==> src/rtl/collision_detect.sv <==
// Player collision probe scanner.
// Snapshots the hitbox position, probes the 1-bit tile map at 8 edge points
// (two per side) and publishes {up,down,left,right} blocked flags together
// once per 11-cycle scan. Points outside the playfield count as blocked.
//
// state  | meaning
// -------+---------------------------------------------------------------
// LATCH  | capture pos_x/pos_y snapshot, clear side accumulators
// PROBE  | issue probe k=0..7 on map_addr, fold in the sample for k-1
// WAIT   | fold in the sample for probe 7, load the output flags
// UPDATE | flags and collide_valid are presented for this cycle
module collision_detect #(
  parameter int TILE_LOG2 = 5,
  parameter int MAP_COLS  = 25,
  parameter int MAP_ROWS  = 19,
  parameter int SCREEN_W  = 800,
  parameter int SCREEN_H  = 600,
  parameter int PLAYER_W  = 20,
  parameter int PLAYER_H  = 20
) (
  input  logic       clk,
  input  logic       rst,
  input  logic [9:0] pos_x,
  input  logic [9:0] pos_y,
  output logic [9:0] map_addr,
  input  logic       map_data,
  output logic [3:0] is_collide,
  output logic       collide_valid
);

  typedef enum logic [1:0] {
    S_LATCH  = 2'd0,
    S_PROBE  = 2'd1,
    S_WAIT   = 2'd2,
    S_UPDATE = 2'd3
  } state_t;

  // Probe math carries a spare bit beyond 11-bit signed so x+W on a
  // 10-bit position can never wrap back into the playfield.
  localparam logic signed [11:0] W_S    = 12'(PLAYER_W);
  localparam logic signed [11:0] H_S    = 12'(PLAYER_H);
  localparam logic signed [11:0] ONE_S  = 12'sd1;
  localparam logic signed [11:0] SW_S   = 12'(SCREEN_W);
  localparam logic signed [11:0] SH_S   = 12'(SCREEN_H);
  localparam logic        [11:0] COLS_U = 12'(MAP_COLS);
  localparam logic        [11:0] ROWS_U = 12'(MAP_ROWS);

  state_t      state_q;
  logic [9:0]  x_q, y_q;
  logic [2:0]  k_q;
  logic [3:0]  acc_q, acc_d;
  logic        pend_q;
  logic        pend_oor_q;
  logic [1:0]  pend_side_q;
  logic [3:0]  is_collide_q;
  logic        collide_valid_q;

  logic signed [11:0] sx, sy, px, py;
  logic        [11:0] colf, rowf;
  logic        [9:0]  map_addr_d;
  logic               oor;
  logic               hit;

  assign sx = $signed({2'b00, x_q});
  assign sy = $signed({2'b00, y_q});

  // Probe point for the current slot k, in issue order up,down,left,right.
  always_comb begin
    px = sx;
    py = sy;
    case (k_q)
      3'd0: begin px = sx;               py = sy - ONE_S;       end
      3'd1: begin px = sx + W_S - ONE_S; py = sy - ONE_S;       end
      3'd2: begin px = sx;               py = sy + H_S;         end
      3'd3: begin px = sx + W_S - ONE_S; py = sy + H_S;         end
      3'd4: begin px = sx - ONE_S;       py = sy;               end
      3'd5: begin px = sx - ONE_S;       py = sy + H_S - ONE_S; end
      3'd6: begin px = sx + W_S;         py = sy;               end
      default: begin px = sx + W_S;      py = sy + H_S - ONE_S; end
    endcase
  end

  // Tile address and out-of-range decision for the current probe point.
  always_comb begin
    colf       = 12'(px >>> TILE_LOG2);
    rowf       = 12'(py >>> TILE_LOG2);
    oor        = px[11] || py[11] || (px >= SW_S) || (py >= SH_S) ||
                 (colf >= COLS_U) || (rowf >= ROWS_U);
    map_addr_d = 10'(rowf * COLS_U + colf);
  end

  // Out-of-range slots read nothing and park the address at zero.
  assign map_addr = (state_q == S_PROBE && !oor) ? map_addr_d : 10'd0;

  // Fold the pending sample (issued last cycle) into its side accumulator.
  always_comb begin
    acc_d = acc_q;
    hit   = pend_oor_q | map_data;
    if (pend_q) acc_d[~pend_side_q] = acc_d[~pend_side_q] | hit;
  end

  // Scan sequencer; outputs are registered so a scan is published in one write.
  always_ff @(posedge clk) begin
    if (rst) begin
      state_q         <= S_LATCH;
      x_q             <= '0;
      y_q             <= '0;
      k_q             <= '0;
      acc_q           <= '0;
      pend_q          <= 1'b0;
      pend_oor_q      <= 1'b0;
      pend_side_q     <= '0;
      is_collide_q    <= '0;
      collide_valid_q <= 1'b0;
    end else begin
      collide_valid_q <= 1'b0;
      pend_q          <= 1'b0;
      case (state_q)
        S_LATCH: begin
          x_q     <= pos_x;
          y_q     <= pos_y;
          acc_q   <= '0;
          k_q     <= '0;
          state_q <= S_PROBE;
        end
        S_PROBE: begin
          acc_q       <= acc_d;
          pend_q      <= 1'b1;
          pend_oor_q  <= oor;
          pend_side_q <= k_q[2:1];
          k_q         <= k_q + 3'd1;
          if (k_q == 3'd7) state_q <= S_WAIT;
        end
        S_WAIT: begin
          acc_q           <= acc_d;
          is_collide_q    <= acc_d;
          collide_valid_q <= 1'b1;
          state_q         <= S_UPDATE;
        end
        default: begin
          state_q <= S_LATCH;
        end
      endcase
    end
  end

  assign is_collide    = is_collide_q;
  assign collide_valid = collide_valid_q;

endmodule

==> config.mk <==
export PLATFORM = sky130hd
export DESIGN_NAME = collision_detect
export DESIGN_NICKNAME = d
export VERILOG_FILES = /design/src/rtl/collision_detect.sv
export SDC_FILE = /design/constraint.sdc
export NUM_CORES = 1
export LEC_CHECK = 0
export CELL_PAD_IN_SITES_DETAIL_PLACEMENT = 1
export CELL_PAD_IN_SITES_GLOBAL_PLACEMENT = 1
export CORE_MARGIN = 2
export CORE_UTILIZATION = 45
export CTS_BUF_LIST = sky130_fd_sc_hd__clkbuf_16
export CTS_CLUSTER_DIAMETER = 30
export DETAILED_ROUTE_END_ITERATION = 8
export GPL_TIMING_DRIVEN = 1
export HOLD_SLACK_MARGIN = 0.08
export MAX_ROUTING_LAYER = met4
export PLACE_DENSITY = 0.8
export SKIP_CTS_REPAIR_TIMING = 1
export SYNTH_ARGS = -nofsm -noshare
export SYNTH_HDL_FRONTEND = slang
export SYNTH_SLANG_ARGS = --single-unit
==> constraint.sdc <==
create_clock -name clk -period 7.1 [get_ports clk]
set_clock_uncertainty 0.15 [all_clocks]
set_input_delay 1.42 -clock clk [delete_from_list [all_inputs] [get_ports clk]]
set_output_delay 1.42 -clock clk [all_outputs]
set_load 0.005 [all_outputs]
==> results of run 1 <==
## routing by layer
| metal | wire length, um | GRT usage (%) | up-vias |
|---|---|---|---|
| met5 | 0 | - | - |
| met4 | 396 | 9.744 | 0 |
| met3 | 589 | 3.625 | 37 |
| met2 | 6613 | 43.88 | 115 |
| met1 | 5488 | 29.61 | 1969 |
| li1 | - | - | 1963 |
## cell usage after synthesis (3+ instances only)
master | instances | area, sq um
o21a_1 | 3 | 22.52
a22oi_1 | 5 | 37.54
o221a_2 | 3 | 33.78
inv_1 | 53 | 198.9
nor4_1 | 6 | 37.54
a31oi_1 | 3 | 18.77
nand3b_1 | 4 | 30.03
o21bai_1 | 3 | 22.52
a2bb2oi_1 | 3 | 26.28
a21oi_1 | 28 | 140.1
dfxtp_1 | 38 | 760.7
a221oi_1 | 3 | 26.28
and3_1 | 4 | 25.02
nand2_1 | 28 | 105.1
xnor2_1 | 18 | 157.7
or3_1 | 4 | 25.02
fa_1 | 9 | 180.2
buf_2 | 10 | 50.05
o21ai_1 | 3 | 15.01
nor2b_1 | 8 | 50.05
nor2_1 | 56 | 210.2
o21ai_0 | 20 | 100.1
a21o_1 | 9 | 67.56
nand2b_1 | 4 | 25.02
ha_1 | 48 | 600.6
nor3_1 | 22 | 110.1
buf_6 | 7 | 78.83
xor2_1 | 8 | 70.07
nor4_2 | 4 | 50.05
a211oi_1 | 7 | 52.55
o31ai_1 | 3 | 22.52
nand3_1 | 6 | 30.03
clkbuf_1 | 8 | 30.03
o211ai_1 | 6 | 45.04
mux2i_1 | 32 | 320.3
## worst reg2reg max path, delay by kind of cell, from the launching register on
kind | cells | cell delay (ps)
compound gates | 8 | 1560
fa+ha+maj | 3 | 660
buf+inv | 2 | 320
flops | 1 | 350
simple gates | 2 | 250
## report_power, final
group / internal (uW) / leakage [uW] / switching, uW
logic: 1060 / 0.00186 / 1260
clock network: 202 / 0.0000940 / 100
registers: 264 / 0.000315 / 99.7
## sequential cells by signal, summed over array words and instances (netlist names)
| signal | cells |
|---|---|
| is_collide | 4 |
| y_q | 10 |
| pend_side_q | 2 |
| acc_q | 4 |
| state_q | 2 |
| collide_valid | 1 |
| pend_q | 1 |
| pend_oor_q | 1 |
| k_q | 3 |
| x_q | 10 |
## final cells by class
cell class / instances / area share [%]
tap: 129 / 3.104
timing repair buffer: 59 / 10.47
clock buffer: 5 / 2.406
multi-input combinational: 411 / 63.91
clock inverter: 3 / 1.323
sequential: 38 / 14.89
inverter: 53 / 3.898
## worst max-delay path by stage
stage,end,depth (start not counted)
2_1_floorplan,map_addr[9],22
3_3_place_gp,map_addr[9],23
3_5_place_dp,map_addr[9],23
4_1_cts,map_addr[9],23
5_1_grt,map_addr[8],21
6_report,map_addr[8],22
## logic make-up (layout without fill, tap and decap cells)
| group | Yosys count | in the layout | share of synthesized area [%] |
|---|---|---|---|
| flip-flops | 38 | 38 | 17.53 |
| adder cells (fa/ha/maj) | 57 | 57 | 17.99 |
| AND/OR/NAND/NOR | 166 | 166 | 20.18 |
| multiplexers | 33 | 33 | 7.639 |
| AO/OA/AOI/OAI | 129 | 129 | 21.99 |
| buffers and inverters | 84 | 120 | 9.426 |
| XOR/XNOR | 26 | 26 | 5.247 |
## metrics by stage
stage	setup TNS (ps)	hold slack [ps]	util (%)
floorplan	0	301.4	-
global placement	0	308.9	51.67
detailed placement	0	320.6	51.67
CTS	-1092	329.0	53.76
global route	-24.26	350.6	56.01
finish	0	323.4	56.01
==> summary.txt, run 1 <==
Final layout
  – Final instance area: 5200 sq um
  – N_diodes: 0
  – Layout cell share with drive strength beyond 1: 16.34%
  – Multi-input gate area: 3323 sq um
  – Nets: between 600 and 700
  – FILL cells: 1147
  – Commonest cells after routing, fill and taps aside: nor2_1 (55), inv_1 (51), ha_1 (40)
  – Synth-to-Final Area Change: 19.80%
  – FF/Latch Area: ~770 sq um
  – Non-Filler Instances: 698
  – Most common cell after layout, fill and taps aside: nor2_1

Critical path
  – Worst reg2reg startpoint: k_q[1]$_SDFFE_PP0P_
  – Slowest cell on crit path: fa_1
  – Critical path buffers and inverters: 7
  – CP arrival: 5300 ps
  – Cell Chain, Critical Path: inv_1 -> ha_4 -> nand3b_1 -> a21oi_4 -> buf_4 -> xor2_1 -> nand2_1 -> and2_1 -> ha_1 -> inv_1 -> fa_1 -> inv_1 -> ha_1 -> inv_1 -> fa_1 -> inv_1 -> ha_4 -> a21oi_1 -> o21ai_1 -> xnor2_1 -> nor3_1 -> clkdlybuf4s50_1
  – Critical Path RT: 5530 ps
  – WS Path Type: register to output pin
  – CP dominant cell by count: inv_1
  – CP startpoint kind: register
  – R2R setup slack: about 3700 ps
  – Delay-heaviest family, CP: adder cells
  – R2R Path End: pend_oor_q$_SDFFE_PP0P_
  – Crit end category: output pin
  – Critical Path Source: y_q[2]$_SDFFE_PP0P_
  – R2R depth: 15
  – Slowest cell delay on critical path: 550 ps
  – Crit Path Max Fanout: 4

STA
  – Worst slew pin tran: 606.4 ps
  – Worst setup margin: 232.2 ps
  – Final period util: a little under 100%
  – Fin. max-slew vios: 0
  – Fmax: between 0.1 and 0.15 GHz
  – Post-layout min period: 6868 ps
  – Setup violators final: 0
  – Worst relative slew slack: 59.57%
  – Final hold vios: 0

Clocking
  – Clock latency on the worst-skew pair: 300 ps
  – Clk sinks: 38
  – TritonCTS clock tree: done
  – Clk pin slew, worst setup/hold paths: 60 ps
  – CTS root buf: clkbuf_16
  – H-tree depth: 2
  – CTS Buf Count: 5
  – Clock buffer depth: 2

Die
  – Die width: 102.2 um
  – Die Height: 102.2 um
  – Cell Rows: 35
  – # IOs: 38
  – Die Area: 10450 sq um
  – Initial core utilization: 46.75%
  – Core area: 9284 sq um

Pwr
  – Power Dens Cells: roughly 570 nW/um^2
  – Lkg Pwr: 0.002264 uW
  – Worst VDD drop: 0.3021 mV
  – Total chip power: 2988 uW

Place
  – Port bufs: 37
  – Placed instance count: 686
  – GPL Wtd Cong: around 0.9
  – Hpwl dp: ~9400 um
  – Pre-CTS setup slack: 24.31 ps
  – Post-DP Area: 4797 sq um

Yosys
  – Syn avg cell area: 8.143 sq um
  – Number of synthesized flops with an enable pin: 0
  – Yosys warning total: 0
  – Asr flop ratio synth: 0%
  – Synthesis-stage register bit count: 38
  – Cells after Synth: 533
  – Syn nets: 613
  – Main flop type after synthesis: dfxtp_1
  – Post-synthesis cell type count: 82
  – Mapped Area: 4340 sq um
  – Sequential-to-total area share from yosys stat: 17.53%

Route
  – DR iter-0 viols: 237
  – DR vias: slightly above 4000
  – DRC: 0
  – Wirelength per Cell: between 15 and 20 um
  – Pre-antenna DRT Iters: 4
  – Final ANT Viol Nets: 0
  – Vias per cell: between 5 and 6
  – Final WL: 13090 um

Job
  – Max-Cap Viols: 0

Global route
  – First-pass GRT wire length: 20360 um
  – Initial antenna violation count: 0
  – Number of global-route vias before repair: 4278
  – Total GRT Usage: 25.32%
  – Largest net degree at the start of global routing: 39
  – Grt total ovfl: 0

Hold path
  – Hold crit path type: register to register
  – WHS Endpoint: acc_q[3]$_SDFFE_PP0P_
  – Hold Startpoint: acc_q[3]$_SDFFE_PP0P_
  – Hold Crit Depth: 2

Status
  – Outcome: finished clean
Power figures use the tool's default switching activity.
==> inputs of run 2 (changes only) <==
--- a/config.mk
+++ b/config.mk
@@ -13,2 +13,3 @@
 export CTS_CLUSTER_DIAMETER = 30
+export CTS_CLUSTER_SIZE = 14
 export DETAILED_ROUTE_END_ITERATION = 8
==> constraint.sdc (replaced) <==
create_clock -name clk -period 7.1 [get_ports clk]
set_clock_uncertainty 0.15 [all_clocks]
set_input_delay 0.71 -clock clk [delete_from_list [all_inputs] [get_ports clk]]
set_output_delay 0.71 -clock clk [all_outputs]
set_load 0.005 [all_outputs]
==> run 2 against run 1 <==
  * Total power is 9.2% lower
  * Hold slack better by 18 ps
  * Critical path depth stayed put
  * Critical endpoint is now map_addr[9]
  * Register-to-register slack worse by 280 ps
  * Sequential cell count stayed put
  * Combinational power is 10% lower
  * Wire length is 12% lower
  * Die area stayed put
  * Critical path type unchanged
  * Sequential power is 2% higher
  * Core utilization is 3.1 points lower
  * Highest routed layer unchanged
==> summary.txt, run 2 (synthesis gave the netlist of run 1 again) <==
Final layout
  – Most common cell after layout, fill and taps aside: nor2_1
  – Final instance area: 4912 sq um
  – Synth-to-Final Area Change: 13.17%
  – Layout cell share with drive strength beyond 1: 9.601%
  – Commonest cells after routing, fill and taps aside: nor2_1 (56), inv_1 (53), ha_1 (47)
  – Largest registers: x_q (10), y_q (10)
  – Non-Filler Instances: 681
  – Nets: roughly 630
  – N_diodes: 0
  – Fin util: between 50% and 60%

Critical path
  – CP startpoint kind: register
  – CP arrival: 5780 ps
  – R2R depth: 13
  – Crit end category: output pin
  – Critical Path RT: 6240 ps
  – Crit Path Max Fanout: 7
  – WS Path Type: register to output pin

Place
  – Placed instance count: 673
  – Hpwl dp: 8916 um
  – Post-DP Area: 4700 sq um
  – Port bufs: 37
  – GPL Wtd Cong: ~0.93

Route
  – DRC: 0
  – Final WL: 11540 um
  – DR vias: between 3000 and 4000
  – Pre-antenna DRT Iters: 4
  – Vias per cell: about 5.7
  – Wirelength per Cell: 16.94 um
  – Final ANT Viol Nets: 0
  – DR iter-0 viols: 199

Die
  – Die Area: 10450 sq um
  – Die width: 102.2 um
  – Die Height: 102.2 um
  – Core area: 9284 sq um
  – # IOs: 38
  – Cell Rows: 35
  – Initial core utilization: 46.75%

Hold path
  – Hold crit path type: register to register
  – Hold Crit Depth: 2

Pwr
  – Worst VDD drop: around 0.37 mV
  – Sw Ratio: 49.59%
  – Net Sw Power: 1346 uW
  – Clock power share: 9.5%
  – Lkg Pwr: 0.002114 uW
  – Power Dens Cells: roughly 550 nW/um^2
  – P_int: 1368 uW
  – Sequential power share: about 14%
  – Logic gate share of total power: between 70% and 80%

STA
  – Final period util: 93.49%
  – Setup violators final: 0
  – Fin. max-slew vios: 0
  – Total Negative Setup Slacks: 0 ps
  – Post-layout min period: around 6600 ps
  – Fmax: 0.1507 GHz
  – Final hold vios: 0
  – Unrepaired setup endpoints after global routing: false
  – Worst relative slew slack: 55.09%
  – Worst slew pin tran: 673.6 ps

Clocking
  – Clk pin slew, worst setup/hold paths: roughly 60 ps
  – Clock buffer depth: 2
  – H-tree depth: 2
  – TritonCTS clock tree: done
  – Clk sinks: 38
  – CTS root buf: clkbuf_16
  – Clock latency on the worst-skew pair: 280 ps
  – CTS Buf Count: 5

Global route
  – Total GRT Usage: 23.91%
  – Largest net degree at the start of global routing: 39
  – Initial antenna violation count: 0
  – Grt total ovfl: 0
  – Number of global-route vias before repair: 3947
  – First-pass GRT wire length: 19600 um

Job
  – Max-Cap Viols: 0

Status
  – Outcome: finished clean
==> run 2: changes by cell type in the layout (fill, tap and decap cells not counted), sizes merged <==
cell,before,now
buf,22,5
clkdlybuf4s50,35,37
dlymetal6s2s,2,0
bufinv,2,1
clkinv,1,0
clkinvlp,1,2
inv,52,53
==> run 2: through the flow <==
step	total power, uW	hold WS (ps)	worst slack (ps)
after floorplan	1923	301.4	1382
after global placement	2336	308.6	579.1
after detailed placement	2421	332.4	286.8
after CTS	2705	342.0	-40.66
after global routing	3036	372.1	84.26
final	2714	341.4	462.2
==> run 2: layer usage <==
metal	up-vias	global-route usage (%)	share of wire, %
li1	1913	-	-
met1	1913	31.13	48
met2	68	39.73	48
met3	17	2.189	2.4
met4	0	6.667	1.8
met5	-	-	0
==> run 2: worst paths after layout <==
| kind | startpoint | endpoint | slack [ps] |
|---|---|---|---|
| setup / recovery | k_q[1]$_SDFFE_PP0P_ | map_addr[9] | 460 |
| hold / removal | is_collide[3]$_SDFFE_PP0P_ | is_collide[3]$_SDFFE_PP0P_ | 340 |
| setup reg to reg | y_q[2]$_SDFFE_PP0P_ | pend_oor_q$_SDFFE_PP0P_ | 3400 |
| hold reg to reg | is_collide[3]$_SDFFE_PP0P_ | is_collide[3]$_SDFFE_PP0P_ | 340 |
==> run 2: worst max-delay path, stage by stage, from the launching register on <==
cell and delay [ps]:
dfxtp_1 460, inv_1 130, ha_1 310, nor4_2 290, a21oi_1 110, a211oi_2 320, o21ai_0 230, o311ai_4 180
ha_1 240, inv_1 60, fa_1 480, inv_1 40, ha_1 260, inv_1 50, fa_1 520, inv_1 40
ha_1 310, a21boi_1 240, o21ai_0 130, a21oi_1 210, o21a_1 160, o2111a_1 200, clkdlybuf4s50_1 500
==> run 2: cell type report <==
type                       count  area (sq um)
fill                        1145          4372
clock buffer                   5         125.1
clock inverter                 3         45.04
multi-input combinational    411          3211
sequential                    38         763.2
timing repair buffer          42         407.9
inverter                      53         198.9
tap                          129         161.4
==> run 2: power by group through the flow <==
stage	Clock, uW	Combinational, uW	Sequential [uW]
finish	259	2080	372
global route	272	2380	383
CTS	263	2070	367
detailed placement	0	2050	371
global placement	0	1970	367
floorplan	0	1620	303
==> inputs of run 3 (changes only) <==
- GPL_TIMING_DRIVEN: 1 -> 0
==> run 3 against run 2 <==
  * Total power is 0.74% higher
  * Combinational power increased by 6%
  * Largest cell class unchanged
  * Largest power group unchanged
  * Non-clock buffer count grew 25
  * Global-route usage rose by 1.3 points
  * Via count rose by 2.9%
  * Design area is 3.3% higher
  * Critical path type unchanged
  * Core utilization up 1.8 points
  * Hold slack improved by 0.83 ps
==> summary.txt, run 3 (synthesis gave the netlist of run 1 again) <==
Status
  – Outcome: finished clean

Critical path
  – R2R setup slack: 3240 ps
  – CP startpoint kind: register
  – R2R Path End: pend_oor_q$_SDFFE_PP0P_
  – R2R depth: 14
  – Worst reg2reg startpoint: y_q[2]$_SDFFE_PP0P_
  – Crit Path Max Fanout: 10
  – Critical Path RT: roughly 6200 ps
  – CP arrival: 5930 ps
  – Crit end category: output pin
  – WS Path Type: register to output pin

Global route
  – First-pass GRT wire length: 20540 um
  – Largest net degree at the start of global routing: 13
  – Grt total ovfl: 0
  – Initial antenna violation count: 0
  – Number of global-route vias before repair: 4223
  – Total GRT Usage: 25.20%

Die
  – # IOs: 38
  – Die width: 102.2 um
  – Die Area: 10450 sq um
  – Die Height: 102.2 um
  – Initial core utilization: 46.75%
  – Core area: 9284 sq um
  – Cell Rows: 35

Hold path
  – Hold crit path type: register to register
  – Hold Startpoint: acc_q[3]$_SDFFE_PP0P_
  – WHS Endpoint: acc_q[3]$_SDFFE_PP0P_
  – Hold Crit Depth: 2

Place
  – Hpwl dp: 9745 um
  – GPL Wtd Cong: roughly 0.93
  – Port bufs: 36
  – Post-DP Area: 4862 sq um
  – Placed instance count: 698

Route
  – Final ANT Viol Nets: 0
  – Final WL: 12480 um
  – DRC: 0
  – Vias per cell: 5.698
  – DR vias: about 4000
  – DR iter-0 viols: 194
  – Pre-antenna DRT Iters: 4
  – Wirelength per Cell: 17.68 um

Pwr
  – Worst VDD drop: 0.3277 mV
  – Total chip power: roughly 2700 uW
  – Power Dens Cells: 538.7 nW/um^2
  – Lkg Pwr: 0.002216 uW

Clocking
  – H-tree depth: 2
  – CTS Buf Count: 5
  – CTS root buf: clkbuf_16
  – TritonCTS clock tree: done
  – Clock buffer depth: 2
  – Clk sinks: 38
  – Clk pin slew, worst setup/hold paths: roughly 60 ps
  – Clock latency on the worst-skew pair: 280 ps

Final layout
  – Largest registers: x_q (10), y_q (10)
  – Commonest cells after routing, fill and taps aside: nor2_1 (56), inv_1 (53), ha_1 (48)
  – Fin util: 54.66%
  – Layout cell share with drive strength beyond 1: 12.31%
  – Non-Filler Instances: 706
  – Nets: 656
  – Final instance area: 5075 sq um
  – N_diodes: 0
  – Most common cell after layout, fill and taps aside: nor2_1
  – Synth-to-Final Area Change: 16.92%

STA
  – Fin. max-slew vios: 0
  – Fin Hold WS: 342.2 ps
  – Fmax: between 0.1 and 0.15 GHz
  – Unrepaired setup endpoints after global routing: false
  – Final period util: 95.62%
  – Post-layout min period: 6789 ps
  – Worst slew pin tran: 833.6 ps
  – Final hold vios: 0
  – Worst relative slew slack: 44.42%
  – Setup violators final: 0

Job
  – Max-Cap Viols: 0
==> run 3: changes by cell type in the layout (fill, tap and decap cells not counted), sizes merged <==
cell,delta
buf,+14
bufinv,-1
clkbuf,+12
clkdlybuf4s50,-1
clkinv,+2
clkinvlp,-1
==> run 3: power by group <==
part	internal [uW]	total [uW]	switching (uW)
clock	128	215	87.1
sequential	262	318	55.8
combinational	978	2200	1220
total	1370	2730	1370
==> run 3: stage by stage <==
| stage | setup TNS, ps | worst slack (ps) |
|---|---|---|
| 6_report | 0 | 310.7 |
| 5_1_grt | 0 | 8.444 |
| 3_5_place_dp | -234.8 | -224.0 |
| 2_1_floorplan | 0 | 1382 |
| 3_3_place_gp | -205.9 | -205.9 |
| 4_1_cts | -1010 | -523.1 |
==> run 3: area by class of cell <==
cell class              instances  area (sq um)
fillers                      1143          4209
flip-flops and latches         38         764.5
multi-input cells             411          3236
plain buffers                  31         212.7
well taps                     129         161.4
clock inverters                 3         16.27
inverters                      53         198.9
clock buffers                   5         125.1
repair buffers                 36         360.3
==> run 3: routing by layer <==
metal  global-route usage (%)  routed length [um]  vias up
met3                    1.915                 316       14
met1                    31.73                5806     1971
li1                         -                   -     1964
met4                    6.256                 146        0
met5                        -                   0        -
met2                    43.88                6209       74
==> run 3: worst max path at each step <==
stage / start / endpoint / slack (ps) / cells after the start
6_report: k_q[1]$_SDFFE_PP0P_ / map_addr[9] / 310 / 23
5_1_grt: k_q[1]$_SDFFE_PP0P_ / map_addr[9] / 8 / 23
4_1_cts: y_q[2]$_SDFFE_PP0P_ / map_addr[9] / -520 / 21
3_5_place_dp: y_q[2]$_SDFFE_PP0P_ / map_addr[9] / -220 / 21
3_3_place_gp: y_q[2]$_SDFFE_PP0P_ / map_addr[9] / -210 / 21
2_1_floorplan: k_q[0]$_SDFFE_PP0P_ / map_addr[9] / 1380 / 22
==> run 3: worst max-delay path: stages, from the launching register on <==
cell and delay (ps):
dfxtp_2 370, inv_1 110, ha_1 370, nor4_4 90
a21oi_2 230, buf_4 230, a211oi_2 80, o21ai_0 350
o311ai_4 230, ha_1 330, inv_1 50, fa_1 490
inv_1 40, ha_1 270, inv_1 50, fa_1 520
inv_1 40, ha_1 320, a21boi_1 160, o21ai_0 250
a21oi_1 140, nor3_1 200, o2111a_1 220, clkdlybuf4s50_1 500
